### config.mk
export PLATFORM = sky130hd
export DESIGN_NAME = uart_echo_engine
export DESIGN_NICKNAME = d
export VERILOG_FILES = /design/src/rtl/uart_echo_pkg.sv /design/src/rtl/echo_byte_fifo.sv /design/src/rtl/uart_echo_engine.sv
export SDC_FILE = /design/constraint.sdc
export NUM_CORES = 1
export LEC_CHECK = 0
export ABC_AREA = 1
export CAP_MARGIN = 20
export CORE_MARGIN = 2
export CORE_UTILIZATION = 47
export DETAILED_ROUTE_END_ITERATION = 16
export HOLD_SLACK_MARGIN = 0.12
export PLACE_DENSITY = 0.82
export SYNTH_ARGS = -nofsm -noshare
export SYNTH_HDL_FRONTEND = slang
export SYNTH_SLANG_ARGS = --single-unit
### constraint.sdc
create_clock -name i_clk -period 2.67 [get_ports i_clk]
set_input_delay 0.534 -clock i_clk [delete_from_list [all_inputs] [get_ports i_clk]]
set_output_delay 0.534 -clock i_clk [all_outputs]
set_load 0.005 [all_outputs]
### src/rtl/uart_echo_pkg.sv
// Shared constants for the UART echo engine: FSM encodings, transform modes
// and the byte case-transform helper.
package uart_echo_pkg;

  localparam logic [1:0] ST_IDLE  = 2'd0;
  localparam logic [1:0] ST_READ  = 2'd1;
  localparam logic [1:0] ST_WRITE = 2'd2;

  localparam logic [1:0] MODE_ECHO    = 2'd0;
  localparam logic [1:0] MODE_UPPER   = 2'd1;
  localparam logic [1:0] MODE_LOWER   = 2'd2;
  localparam logic [1:0] MODE_DISCARD = 2'd3;

  function automatic logic [7:0] echo_xform(input logic [7:0] b, input logic [1:0] mode);
    logic [7:0] r;
    r = b;
    if (mode == MODE_UPPER && b >= 8'h61 && b <= 8'h7A) begin
      r = b - 8'h20;
    end else if (mode == MODE_LOWER && b >= 8'h41 && b <= 8'h5A) begin
      r = b + 8'h20;
    end
    return r;
  endfunction

endpackage

### src/rtl/echo_byte_fifo.sv
// Small synchronous 8-bit FIFO; head is visible combinationally while non-empty.
// Push when full and pop when empty are ignored.
module echo_byte_fifo #(
  parameter int DEPTH = 4
) (
  input  logic       i_clk,
  input  logic       i_reset,
  input  logic       i_push,
  input  logic [7:0] i_data,
  input  logic       i_pop,
  output logic [7:0] o_head,
  output logic       o_full,
  output logic       o_empty
);

  localparam int AW = $clog2(DEPTH);

  // Extra pointer bit tells full from empty when the indices match.
  logic [AW:0] wr_ptr_q, wr_ptr_d;
  logic [AW:0] rd_ptr_q, rd_ptr_d;
  logic [7:0]  mem_q [DEPTH];
  logic [7:0]  mem_d [DEPTH];

  assign o_empty = (wr_ptr_q == rd_ptr_q);
  assign o_full  = (wr_ptr_q[AW] != rd_ptr_q[AW]) && (wr_ptr_q[AW-1:0] == rd_ptr_q[AW-1:0]);
  assign o_head  = mem_q[rd_ptr_q[AW-1:0]];

  always_comb begin
    wr_ptr_d = wr_ptr_q;
    rd_ptr_d = rd_ptr_q;
    mem_d    = mem_q;
    if (i_push && !o_full) begin
      mem_d[wr_ptr_q[AW-1:0]] = i_data;
      wr_ptr_d = wr_ptr_q + (AW+1)'(1);
    end
    if (i_pop && !o_empty) begin
      rd_ptr_d = rd_ptr_q + (AW+1)'(1);
    end
  end

  always_ff @(posedge i_clk) begin
    if (i_reset) begin
      wr_ptr_q <= '0;
      rd_ptr_q <= '0;
    end else begin
      wr_ptr_q <= wr_ptr_d;
      rd_ptr_q <= rd_ptr_d;
    end
  end

  always_ff @(posedge i_clk) begin
    mem_q <= mem_d;
  end

endmodule

### src/rtl/uart_echo_engine.sv
// Wishbone master that pops bytes from the UART RX register, case-transforms them,
// buffers them and pushes them to the UART TX register; writes win over reads.
module uart_echo_engine
  import uart_echo_pkg::*;
#(
  parameter int          ADDR_WIDTH  = 32,
  parameter int          DATA_WIDTH  = 32,
  parameter int unsigned RX_ADDR     = 'h11,
  parameter int unsigned TX_ADDR     = 'h12,
  parameter int          BUF_DEPTH   = 4,
  parameter int          ACK_TIMEOUT = 15
) (
  input  logic                  i_clk,
  input  logic                  i_reset,
  output logic                  o_wb_cyc,
  output logic                  o_wb_stb,
  output logic                  o_wb_we,
  output logic [ADDR_WIDTH-1:0] o_wb_addr,
  output logic [DATA_WIDTH-1:0] o_wb_data,
  input  logic [DATA_WIDTH-1:0] i_wb_data,
  input  logic                  i_wb_ack,
  input  logic                  i_rx_available,
  input  logic                  i_tx_full,
  input  logic [1:0]            i_mode,
  output logic                  o_busy,
  output logic                  o_err,
  output logic [15:0]           o_rx_count,
  output logic [15:0]           o_tx_count
);

  localparam int TW = $clog2(ACK_TIMEOUT + 1);

  logic [1:0]            state_q, state_d;
  logic                  stb_q, stb_d;
  logic                  we_q, we_d;
  logic [ADDR_WIDTH-1:0] addr_q, addr_d;
  logic [DATA_WIDTH-1:0] data_q, data_d;
  logic [TW-1:0]         tmo_q, tmo_d;
  logic                  err_q, err_d;
  logic [15:0]           rx_cnt_q, rx_cnt_d;
  logic [15:0]           tx_cnt_q, tx_cnt_d;

  logic       fifo_push, fifo_pop, fifo_full, fifo_empty, done;
  logic [7:0] fifo_head, push_byte;
  logic       unused_rd_bits;

  assign unused_rd_bits = ^i_wb_data[DATA_WIDTH-1:8];
  assign push_byte      = echo_xform(i_wb_data[7:0], i_mode);

  echo_byte_fifo #(.DEPTH(BUF_DEPTH)) u_buf (
    .i_clk   (i_clk),
    .i_reset (i_reset),
    .i_push  (fifo_push),
    .i_data  (push_byte),
    .i_pop   (fifo_pop),
    .o_head  (fifo_head),
    .o_full  (fifo_full),
    .o_empty (fifo_empty)
  );

  always_comb begin
    state_d   = state_q;
    stb_d     = stb_q;
    we_d      = we_q;
    addr_d    = addr_q;
    data_d    = data_q;
    tmo_d     = '0;
    err_d     = 1'b0;
    rx_cnt_d  = rx_cnt_q;
    tx_cnt_d  = tx_cnt_q;
    fifo_push = 1'b0;
    fifo_pop  = 1'b0;
    done      = 1'b0;
    case (state_q)
      ST_IDLE: begin
        if (!fifo_empty && !i_tx_full) begin
          state_d = ST_WRITE;
          stb_d   = 1'b1;
          we_d    = 1'b1;
          addr_d  = ADDR_WIDTH'(TX_ADDR);
          data_d  = DATA_WIDTH'(fifo_head);
        end else if (i_rx_available && !fifo_full) begin
          state_d = ST_READ;
          stb_d   = 1'b1;
          we_d    = 1'b0;
          addr_d  = ADDR_WIDTH'(RX_ADDR);
          data_d  = '0;
        end
      end
      ST_READ, ST_WRITE: begin
        if (i_wb_ack) begin
          done = 1'b1;
          if (state_q == ST_READ) begin
            rx_cnt_d  = rx_cnt_q + 16'd1;
            fifo_push = (i_mode != MODE_DISCARD);
          end else begin
            tx_cnt_d = tx_cnt_q + 16'd1;
            fifo_pop = 1'b1;
          end
        end else if (tmo_q == TW'(ACK_TIMEOUT - 1)) begin
          // Abort leaves the buffer untouched so an unacked write is retried.
          done  = 1'b1;
          err_d = 1'b1;
        end else begin
          tmo_d = tmo_q + TW'(1);
        end
      end
      default: done = 1'b1;
    endcase
    if (done) begin
      state_d = ST_IDLE;
      stb_d   = 1'b0;
      we_d    = 1'b0;
      addr_d  = '0;
      data_d  = '0;
    end
  end

  always_ff @(posedge i_clk) begin
    if (i_reset) begin
      state_q  <= ST_IDLE;
      stb_q    <= 1'b0;
      we_q     <= 1'b0;
      addr_q   <= '0;
      data_q   <= '0;
      tmo_q    <= '0;
      err_q    <= 1'b0;
      rx_cnt_q <= '0;
      tx_cnt_q <= '0;
    end else begin
      state_q  <= state_d;
      stb_q    <= stb_d;
      we_q     <= we_d;
      addr_q   <= addr_d;
      data_q   <= data_d;
      tmo_q    <= tmo_d;
      err_q    <= err_d;
      rx_cnt_q <= rx_cnt_d;
      tx_cnt_q <= tx_cnt_d;
    end
  end

  assign o_wb_cyc   = stb_q;
  assign o_wb_stb   = stb_q;
  assign o_wb_we    = we_q;
  assign o_wb_addr  = addr_q;
  assign o_wb_data  = data_q;
  assign o_err      = err_q;
  assign o_rx_count = rx_cnt_q;
  assign o_tx_count = tx_cnt_q;
  assign o_busy     = (state_q != ST_IDLE) || !fifo_empty;

endmodule

=== Yosys cells after proc, flatten, opt, wreduce, memory -nomap -nowiden ===
Index checks and enable logic that the tools add are counted.

* Logic and storage cells: 93
* Output and inout port bits: 101
* Register bits: 143
* Bits of input ports: 39

* Equality and inequality tests: 9
* Magnitude comparators: 7
* Muxes and demuxes: 27
* Bitwise logic cells: 4
* Add/subtract/negate cells: 7
* Reduce and logical (&&, ||, !) cells: 24

{| class="wikitable"
|+ Operators with widths
! operator !! number
|-
| 2-to-1 mux 32 bit || 4
|-
| 2-to-1 mux 8 bit || 5
|-
| adder 16 x 1 -> 16 bit (second input constant) || 2
|-
| bitwise mux 32 bit || 1
|-
| binary-select mux 8 bit (select 2 bit) || 1
|-
| demux 8 bit (select 2 bit) || 1
|-
| >= comparator 8 x 7 -> 1 bit (second input constant) || 2
|-
| less-or-equal comparator 8 x 7 -> 1 bit (second input constant) || 2
|-
| 2-to-1 mux 1 bit || 12
|-
| logical AND 1 bit || 10
|-
| adder 8 x 6 -> 8 bit (second input constant) || 1
|-
| subtractor 8 x 6 -> 8 bit (second input constant) || 1
|-
| adder 3 x 1 -> 3 bit (second input constant) || 2
|-
| >= comparator 3 bit (second input constant) || 2
|-
| inverter 2 -> 3 bit || 2
|-
| AND reduction 3 bit || 2
|-
| adder 4 x 1 -> 4 bit (second input constant) || 1
|-
| equality test 2 x 1 -> 1 bit (second input constant) || 2
|-
| equality test 2 bit (second input constant) || 2
|-
| equality test 4 bit (second input constant) || 1
|-
| 2-to-1 mux 2 bit || 2
|-
| nonzero test 2 bit || 2
|-
| OR reduction 2 bit || 2
|-
| OR reduction 4 bit || 1
|-
| other kinds (12) || 15
|}

=== Depth between registers and ports, before layout ===
Gate-level depths: netlist of run 1.

* Word-level depth: 6
* Depth in mapped cells: 10
* Gate-level depth less buffers: 10

=== By module ===
Synthesis of run 1 repeated with hierarchy kept, for this count alone.

* Cells, all modules: 580
* Area total of the unflattened synthesis: 4639.4 um^2

{| class="wikitable"
|+ Modules (own cells, without submodules)
! module !! area an instance (um^2) !! cells an instance !! sequential area each (um^2) !! instances
|-
| uart_echo_engine || 2995.4 || 433 || 960.9 || 1
|-
| echo_byte_fifo || 1644.1 || 147 || 1081.0 || 1
|}

=== Worst setup path after synthesis of run 1 ===
Ideal clock, no wire load.

* Kind: register to register
* From: reg o_wb_addr[1] (netlist name)
* To: reg u_buf.mem_q[24] (netlist bit) (enable)
* Arrival time: 1.561 ns
* Cell stages (with the launch flop): 7
* Setup slack: 0.738 ns
* Path through: dfxtp_1 -> inv_1 -> ha_1 -> inv_1 -> a211oi_2 -> nand2_2 -> nor2_1

{| class="wikitable"
|+ RTL lines
! element !! RTL line !! text
|-
| to (signal assigned) || echo_byte_fifo.sv:52 || <nowiki>mem_q <= mem_d;</nowiki>
|-
| to (decl) || echo_byte_fifo.sv:21 || <nowiki>logic [7:0] mem_q [DEPTH];</nowiki>
|}

==> qor.csv, run 1 <==
metric;value;unit
cts_sinks;86;
max-vdd-ir-drop;283;µV
root_buffer;clkbuf_8;
synth_seq_area_share;44.6;%
grt_pass1_vias;3461;
fp.dieH;103;µm
pwr-share-comb;15.2;%
place_ws;356;ps
post-synth-top-area-cell;dfxtp_1;
grtUsageTotal;18.6;%
post_cts_resized;0;
stdcell_area;5360;µm²
cts_tree;done;
antenna_found_initial;0;
placed_area;5140;µm²
slew_violations;0;
highest_layer;met4;
hold_class;flip-flop to flip-flop;
avgSynthCellArea;8.09;µm²
core-area;9590;µm²
critPathCaptureType;output port;
p_sw;731;µW
clockBufferDepth;2;
io_buffers;62;
finalHoldViolations;0;
hold_buffers;0;
finalSetupViolations;0;
p_clk_share;34.2;%
drt-total-wl;9370;µm
start_kind;flip-flop;
powerDensity;527;nW/µm²
ys_ff_latch;86;
rows;36;
cts_setup_buffers;0;
synth_common_cells;nand2_1, nor2_1, buf_4, inv_1, dfxtp_1;
met1Wirelength;4170;µm
htree_levels;3;
fin_ws;472;ps
setup_tns;0;ps
tightest_slew;537;ps
start_util;47.7;%
yosysUniqueCellTypes;38;
rsz0062_at_grt;false;
num_antenna_cells;0;
sw_frac_of_total;25.9;%
fin_nets;685;
die_x;103;µm
syn_to_final_growth;17.0;%
min_period;2200;ps
grt_pass1_wl;15300;µm
criticalPathCategory;flip-flop to output port;
period_share;82.3;%
synth_area;4580;µm²
synth_top_cell_area_share;23.6;%
drive_gt1_share;7.22;%
drv_cap;0;
dp_hpwl;6920;µm
grt_max_degree;21;
synth.area.top_cells;dfxtp_1, edfxtp_1, buf_4, nand2_1, nor2_1;
status;finished, final reports clean;
drt_iter0_markers;160;
die_area;10500;µm²
postSynthCellCount;566;
relSlewSlack;63.8;%
io_pins;140;
first_pass_iters;4;
yosys.cell_count.top_type;nand2_1;
skew;5.59;ps
fmax;455;MHz
hold_slack;472;ps
synth_top_flop_cell;dfxtp_1;
path_max_fanout;4;
vias;3645;
ant_nets;0;
post_drt_wl_per_cell;12.2;µm
seq_power_share;50.6;%
wl_met3;442;µm
cp.arrival;1660;ps
leakagePower;0.00211;µW
viasPerCell;4.73;
place.gp.congestion;0.826;
cts_buffers;9;
grt_overflow;0;
internal_power;2090;µW
path_clk_slew;80;ps
worst-endpoint-required;2140;ps
async_flop_share;0;%
drcViolationCount;0;
wl_met2;4580;µm
synth_edf_count;32;
synth_warnings;0;
clock_latency;340;ps
[cells by family after synthesis]
kind of cell	share of synthesized area, %
fa+ha+maj	3.83
buf+inv	15.5
xor+xnor	1.86
flops	44.6
simple gates	24.3
compound gates	9.84
other cells	0.0819
[sequential cells by signal, summed over array words and instances, names as in the netlist]
signal,count
o_err,1
o_rx_count,16
o_tx_count,16
o_wb_addr,1
o_wb_cyc,1
o_wb_data,8
state_q,1
tmo_q,4
u_buf.mem_q,32
u_buf.rd_ptr_q,3
u_buf.wr_ptr_q,3
[power groups by stage]
| stage | clock, µW | combinational [µW] | sequential (µW) |
|---|---|---|---|
| floorplan | 0 | 318 | 1450 |
| global placement | 0 | 414 | 1460 |
| detailed placement | 0 | 429 | 1460 |
| CTS | 994 | 432 | 1430 |
| global route | 1060 | 487 | 1430 |
| finish | 965 | 429 | 1430 |
[final timing paths]
path | start | endpoint | slack, ps | cells past startpoint
worst max register to register | o_wb_addr[1] | u_buf.mem_q[31] | 750 | 7
worst max-delay path | o_wb_addr[1] | o_busy | 470 | 4
worst min-delay path | tmo_q[0] | tmo_q[0] | 470 | 1
worst min register to register | tmo_q[0] | tmo_q[0] | 470 | 1
[stage by stage]
stage,power (µW),util (%),cells
after global placement,1870,53.6,754
after detailed placement,1890,53.6,754
final,2820,55.8,770
after global routing,2980,55.8,770
after CTS,2850,55.8,770
after floorplan,1770,-,618
[layer usage]
metal	up-vias	global-route usage, %
li1	1864	-
met5	-	0
met3	15	4.00
met4	0	8.00
met1	1670	23.3
met2	96	31.2
[layout by cell type, fill, tap and decap left out, drive strengths merged, types with 2 or more instances in the layout]
cell,n
nand4,11
a211oi,2
xnor2,4
nand2,99
buf,8
edfxtp,32
clkinv,2
conb,53
nand3,32
a21oi,29
o21ai,44
ha,14
clkdlybuf4s50,62
nor3,4
a31oi,2
dfxtp,54
nor2,93
and3,2
o31ai,2
o21bai,2
xor2,4
o21a,3
inv,61
clkbuf,10
clkinvlp,2
bufinv,2
[final cells by class]
cell class / count / area (µm²)
fillers: 882 / 4240
flip-flops and latches: 86 / 2040
multi-input cells: 404 / 2020
clock buffers: 10 / 128
well taps: 133 / 166
repair buffers: 70 / 681
clock inverters: 6 / 86.3
inverters: 61 / 229
[critical path, cell delays in order, from the launching register on]
cell,delay (ps)
dfxtp_1,380
inv_1,80
ha_1,240
nand4_1,110
clkdlybuf4s50_1,510
No activity file was read; power rests on OpenSTA's default activity.
==> run 2: changes to the inputs <==
--- a/config.mk
+++ b/config.mk
@@ -8,10 +8,10 @@
 export ABC_AREA = 1
 export CAP_MARGIN = 20
 export CORE_MARGIN = 2
-export CORE_UTILIZATION = 47
+export CORE_UTILIZATION = 43
 export DETAILED_ROUTE_END_ITERATION = 16
 export HOLD_SLACK_MARGIN = 0.12
-export PLACE_DENSITY = 0.82
+export PLACE_DENSITY = 0.79
 export SYNTH_ARGS = -nofsm -noshare
 export SYNTH_HDL_FRONTEND = slang
 export SYNTH_SLANG_ARGS = --single-unit
==> constraint.sdc (replaced) <==
create_clock -name i_clk -period 1.78 [get_ports i_clk]
set_input_delay 0.356 -clock i_clk [delete_from_list [all_inputs] [get_ports i_clk]]
set_output_delay 0.356 -clock i_clk [all_outputs]
set_load 0.005 [all_outputs]
==> qor.csv, run 2 (synthesis gave the netlist of run 1 again) <==
metric;value;unit;change
status;finished, final reports clean;;unchanged
top_register;u_buf.mem_q;;unchanged
sw_frac_of_total;28.3;%;was 25.9%
hold_class;flip-flop to flip-flop;;unchanged
place_ws;-204;ps;was 356 ps
fp.dieH;107;µm;was 103 µm
hold_slack;475;ps;was 472 ps
powerDensity;738;nW/µm²;was 527 nW/µm²
r2r-start;state_q[0];;was o_wb_addr[1]
skew;12.0;ps;was 5.59 ps
slowest_stage;dfxtp_1;;was clkdlybuf4s50_1
io_buffers;62;;unchanged
first_pass_iters;4;;unchanged
cp.depth;3;;was 4
drive_gt1_share;14.2;%;was 7.22%
pwr-share-comb;19.4;%;was 15.2%
clockBufferDepth;2;;unchanged
vias;3796;;was 3645
dp_hpwl;7440;µm;was 6920 µm
finalHoldViolations;0;;unchanged
drv_cap;0;;unchanged
num_antenna_cells;0;;unchanged
slew_violations;0;;unchanged
grtUsageTotal;17.7;%;was 18.6%
grt_max_degree;21;;unchanged
leakagePower;0.00226;µW;was 0.00211 µW
drcViolationCount;0;;unchanged
cp.arrival;1380;ps;was 1660 ps
p_sw;1180;µW;was 731 µW
largest_reg_flops;32;;unchanged
htree_levels;3;;unchanged
fin_cells;803;;was 770
whs_path_depth;1;;unchanged
io_pins;140;;unchanged
p_clk_share;29.2;%;was 34.2%
fin_ws;44.2;ps;was 472 ps
core-area;10300;µm²;was 9590 µm²
start_util;44.4;%;was 47.7%
root_buffer;clkbuf_8;;unchanged
r2r_end;u_buf.mem_q[30];;was u_buf.mem_q[31]
post-place-cells;784;;was 754
endpoint;o_busy;;unchanged
fmax;576;MHz;
hold_buffers;0;;unchanged
slowest_delay;340;ps;was 510 ps
path_cells;xnor2_2, nand4_1, dlygate4sd2_1;;was inv_1, ha_1, nand4_1, clkdlybuf4s50_1
final_common_cell;nand2_1;;unchanged
die_x;107;µm;was 103 µm
internal_power;2990;µW;was 2090 µW
path_clk_slew;90;ps;was 80 ps
drt-total-wl;9850;µm;was 9370 µm
criticalPathCategory;flip-flop to output port;;unchanged
die_area;11500;µm²;was 10500 µm²
place.gp.congestion;0.840;;was 0.826
crit_start;u_buf.rd_ptr_q[0];;was o_wb_addr[1]
worst-endpoint-required;1420;ps;was 2140 ps
seq_power_share;51.4;%;was 50.6%
r2r_cells;7;;unchanged
clock_latency;340;ps;about the same
max-vdd-ir-drop;480;µV;was 283 µV
grt_overflow;0;;unchanged
antenna_found_initial;0;;unchanged
min_period;1740;ps;
path_max_fanout;3;;was 4
cts_tree;done;;unchanged
grt_pass1_wl;16500;µm;was 15300 µm
rows;37;;was 36
fin_nets;715;;was 685
path_buf_inv;1;;was 2
period_share;97.5;%;
setup_tns;0;ps;unchanged
syn_to_final_growth;23.4;%;was 17.0%
finalSetupViolations;0;;unchanged
layout_common_cells;nand2_1, nor2_1, clkdlybuf4s50_1, inv_1, conb_1;;was nand2_1, nor2_1, clkdlybuf4s50_1, inv_1, dfxtp_1
cts_sinks;86;;unchanged
post_drt_wl_per_cell;12.3;µm;was 12.2 µm
regToRegSetupSlack;60;ps;was 750 ps
ant_nets;0;;unchanged
cts_buffers;9;;unchanged
critPathCaptureType;output port;;unchanged
start_kind;flip-flop;;unchanged
cp_top_family;flip-flops;;was buffers and inverters
grt_pass1_vias;3598;;was 3461
viasPerCell;4.73;;about the same
drt_iter0_markers;186;;was 160
==> run 2: cell types whose count changed in the layout (fill, tap and decap cells not counted), sizes merged <==
cell	change
clkdlybuf4s50	-1
clkinvlp	-1
inv	+3
buf	+30
bufinv	-2
dlygate4sd2	+1
==> run 2: power groups by stage <==
stage          clock (µW)  sequential (µW)  combinational, µW
2_1_floorplan           0             2180                479
3_3_place_gp            0             2180                720
3_5_place_dp            0             2190                748
4_1_cts              1250             2140                780
5_1_grt              1340             2150                901
6_report             1220             2140                809
==> run 2: cell type report <==
type | instances | area [µm²]
Multi-Input combinational cell | 404 | 2100
Clock buffer | 10 | 128
Clock inverter | 6 | 43.8
Timing Repair Buffer | 100 | 928
Tap cell | 136 | 170
Fill cell | 898 | 4670
Inverter | 61 | 229
Sequential cell | 86 | 2050
==> run 2: worst min-delay path by stage <==
| stage | startpoint | endpoint |
|---|---|---|
| after floorplan | tmo_q[0] | tmo_q[0] |
| after global placement | tmo_q[0] | tmo_q[0] |
| after detailed placement | tmo_q[0] | tmo_q[0] |
| after CTS | tmo_q[0] | tmo_q[0] |
| after global routing | u_buf.wr_ptr_q[2] | u_buf.wr_ptr_q[2] |
| final | tmo_q[0] | tmo_q[0] |
==> run 2: per-layer routing <==
| layer | GRT usage (%) | vias to the layer above | wire (µm) | part of all wire [%] |
|---|---|---|---|---|
| met1 | 22.4 | 1768 | 4230 | 43 |
| met3 | 2.74 | 10 | 429 | 4.4 |
| met2 | 30.7 | 104 | 5070 | 51 |
| li1 | - | 1914 | - | - |
| met5 | 0 | - | 0 | 0 |
| met4 | 6.03 | 0 | 125 | 1.3 |
==> run 2: repair_timing <==
action,in CTS,in global routing
gates resized for setup,17,11
pin swaps,6,7
setup buffers,1,2
endpoints found under the setup margin,14,52
==> run 2: per-stage QoR <==
step	total power, µW	utilization, %	area [µm²]
after global placement	2900	52.0	5370
after floorplan	2660	-	4780
after detailed placement	2930	52.0	5370
after global routing	4400	54.7	5650
after CTS	4170	54.3	5610
final	4170	54.7	5650
==> run 3: changes to the inputs <==
--- a/config.mk
+++ b/config.mk
@@ -8,10 +8,11 @@
 export ABC_AREA = 1
 export CAP_MARGIN = 20
 export CORE_MARGIN = 2
-export CORE_UTILIZATION = 43
+export CORE_UTILIZATION = 51
 export DETAILED_ROUTE_END_ITERATION = 16
 export HOLD_SLACK_MARGIN = 0.12
-export PLACE_DENSITY = 0.79
+export PLACE_DENSITY = 0.88
+export SLEW_MARGIN = 25
 export SYNTH_ARGS = -nofsm -noshare
 export SYNTH_HDL_FRONTEND = slang
 export SYNTH_SLANG_ARGS = --single-unit
==> constraint.sdc (replaced) <==
create_clock -name i_clk -period 2.05 [get_ports i_clk]
set_input_delay 0.41 -clock i_clk [delete_from_list [all_inputs] [get_ports i_clk]]
set_output_delay 0.41 -clock i_clk [all_outputs]
set_load 0.005 [all_outputs]
==> qor.csv, run 3 (synthesis gave the netlist of run 1 again) <==
metric;value;unit;change
ant_nets;0;;unchanged
drt-total-wl;9620;µm;was 9850 µm
fp.dieH;98.8;µm;was 107 µm
cts_sinks;86;;unchanged
status;finished, final reports clean;;unchanged
period_share;92.2;%;
use_met1;24.1;%;was 22.4%
grt_pass1_wl;15900;µm;was 16500 µm
drive_gt1_share;8.55;%;was 14.2%
busiest_layer;met2;;unchanged
core-area;8720;µm²;was 10300 µm²
placed_area;5160;µm²;was 5370 µm²
place.gp.congestion;0.856;;was 0.840
syn_to_final_growth;17.2;%;was 23.4%
grtUsageMet2;34.9;%;was 30.7%
dp_hpwl;7090;µm;was 7440 µm
cp.arrival;1950;ps;was 1380 ps
critPathCaptureType;flip-flop;;was output port
grt_pass1_vias;3585;;was 3598
path_max_fanout;8;;was 3
multi_input_area;2020;µm²;was 2100 µm²
htree_levels;3;;unchanged
worst-endpoint-required;2110;ps;was 1420 ps
die_x;98.8;µm;was 107 µm
largest_reg_flops;32;;unchanged
start_kind;flip-flop;;unchanged
stdcell_area;5370;µm²;was 5650 µm²
leakagePower;0.00214;µW;was 0.00226 µW
finalPower;3680;µW;was 4170 µW
fin_cells;751;;was 803
fmax;529;MHz;
cts_tree;done;;unchanged
rows;34;;was 37
cts_buffers;9;;unchanged
cts_setup_buffers;0;;was 1
finalHoldViolations;0;;unchanged
criticalPathCategory;flip-flop to flip-flop;;was flip-flop to output port
die_area;9750;µm²;was 11500 µm²
first_pass_iters;6;;was 4
slew_violations;0;;unchanged
vias;3802;;was 3796
drv_cap;0;;unchanged
post_cts_resized;3;;was 17
filler_cell_count;711;;was 898
num_antenna_cells;0;;unchanged
drt_iter0_markers;164;;was 186
viasPerCell;5.06;;was 4.73
powerDensity;687;nW/µm²;was 738 nW/µm²
io_buffers;62;;unchanged
final_common_cell;nand2_1;;unchanged
post-place-cells;735;;was 784
regArea;2040;µm²;was 2050 µm²
layout_common_cells;nand2_1, nor2_1, clkdlybuf4s50_1, inv_1, conb_1;;unchanged
hold_class;flip-flop to flip-flop;;unchanged
grtUsageTotal;19.8;%;was 17.7%
skew;8.89;ps;was 12.0 ps
use_met3;4.61;%;was 2.74%
post_drt_wl_per_cell;12.8;µm;was 12.3 µm
finalSetupViolations;0;;unchanged
clockBufferDepth;2;;unchanged
fin_nets;691;;was 715
rsz0062_at_grt;false;;
top_register;u_buf.mem_q;;unchanged
drcViolationCount;0;;unchanged
start_util;52.5;%;was 44.4%
antenna_found_initial;0;;unchanged
min_period;1890;ps;
hold_buffers;0;;unchanged
grt_max_degree;21;;unchanged
grt_overflow;0;;unchanged
root_buffer;clkbuf_8;;unchanged
max-vdd-ir-drop;344;µV;was 480 µV
clock_latency;350;ps;was 340 ps
path_clk_slew;90;ps;about the same
io_pins;140;;unchanged
run 3: changes by cell type in the layout (fill, tap and decap cells not counted), moves of 3 or more:
| cell | before | now |
|---|---|---|
| buf_4 | 34 | 14 |
| buf_6 | 3 | 0 |
| clkinv_4 | 0 | 4 |
| dfxtp_1 | 46 | 52 |
| dfxtp_2 | 8 | 2 |
| inv_6 | 3 | 0 |
| nor2_1 | 81 | 86 |
| nor2_4 | 10 | 6 |
run 3: path summary, 6_finish.rpt:
path           startpoint               to  slack, ps  cells past startpoint
min              tmo_q[0]         tmo_q[0]        490                      1
max          o_wb_addr[1]  u_buf.mem_q[28]        160                      7
max reg2reg  o_wb_addr[1]  u_buf.mem_q[28]        160                      7
min reg2reg      tmo_q[0]         tmo_q[0]        490                      1
run 3: per-layer routing:
metal / vias up / part of all wire (%) / wire length [µm]
li1: 1875 / - / -
met4: 0 / 1.5 / 142
met5: - / 0 / 0
met3: 13 / 6.0 / 578
met1: 1770 / 42 / 4060
met2: 144 / 50 / 4840
run 3: cell type report:
| cell class | instances | area share, % |
|---|---|---|
| Sequential cell | 86 | 38.1 |
| Multi-Input combinational cell | 404 | 37.7 |
| Timing Repair Buffer | 76 | 13.5 |
| Inverter | 61 | 4.27 |
| Tap cell | 108 | 2.52 |
| Clock buffer | 9 | 2.31 |
| Clock inverter | 7 | 1.56 |
run 3: where the power goes:
part | switching, µW | leakage, µW | total, µW | internal (µW)
registers | 45.0 | 0.000724 | 1860 | 1820
logic | 352 | 0.00132 | 600 | 247
clock network | 642 | 0.000102 | 1220 | 580
run 3: critical path, cell delays in order, from the launching register on:
cell	delay, ps
dfxtp_2	370
inv_1	70
ha_1	300
inv_1	100
a211oi_2	240
nand2_2	160
nor2_1	160
buf_4	200
run 3: per-stage QoR:
stage	util, %	setup WS, ps	hold WS [ps]	setup TNS [ps]
global route	61.5	46.0	521	0
global placement	59.1	63.9	440	0
detailed placement	59.1	-56.7	474	-380
CTS	61.5	170	494	0
floorplan	-	118	430	0
finish	61.5	159	491	0
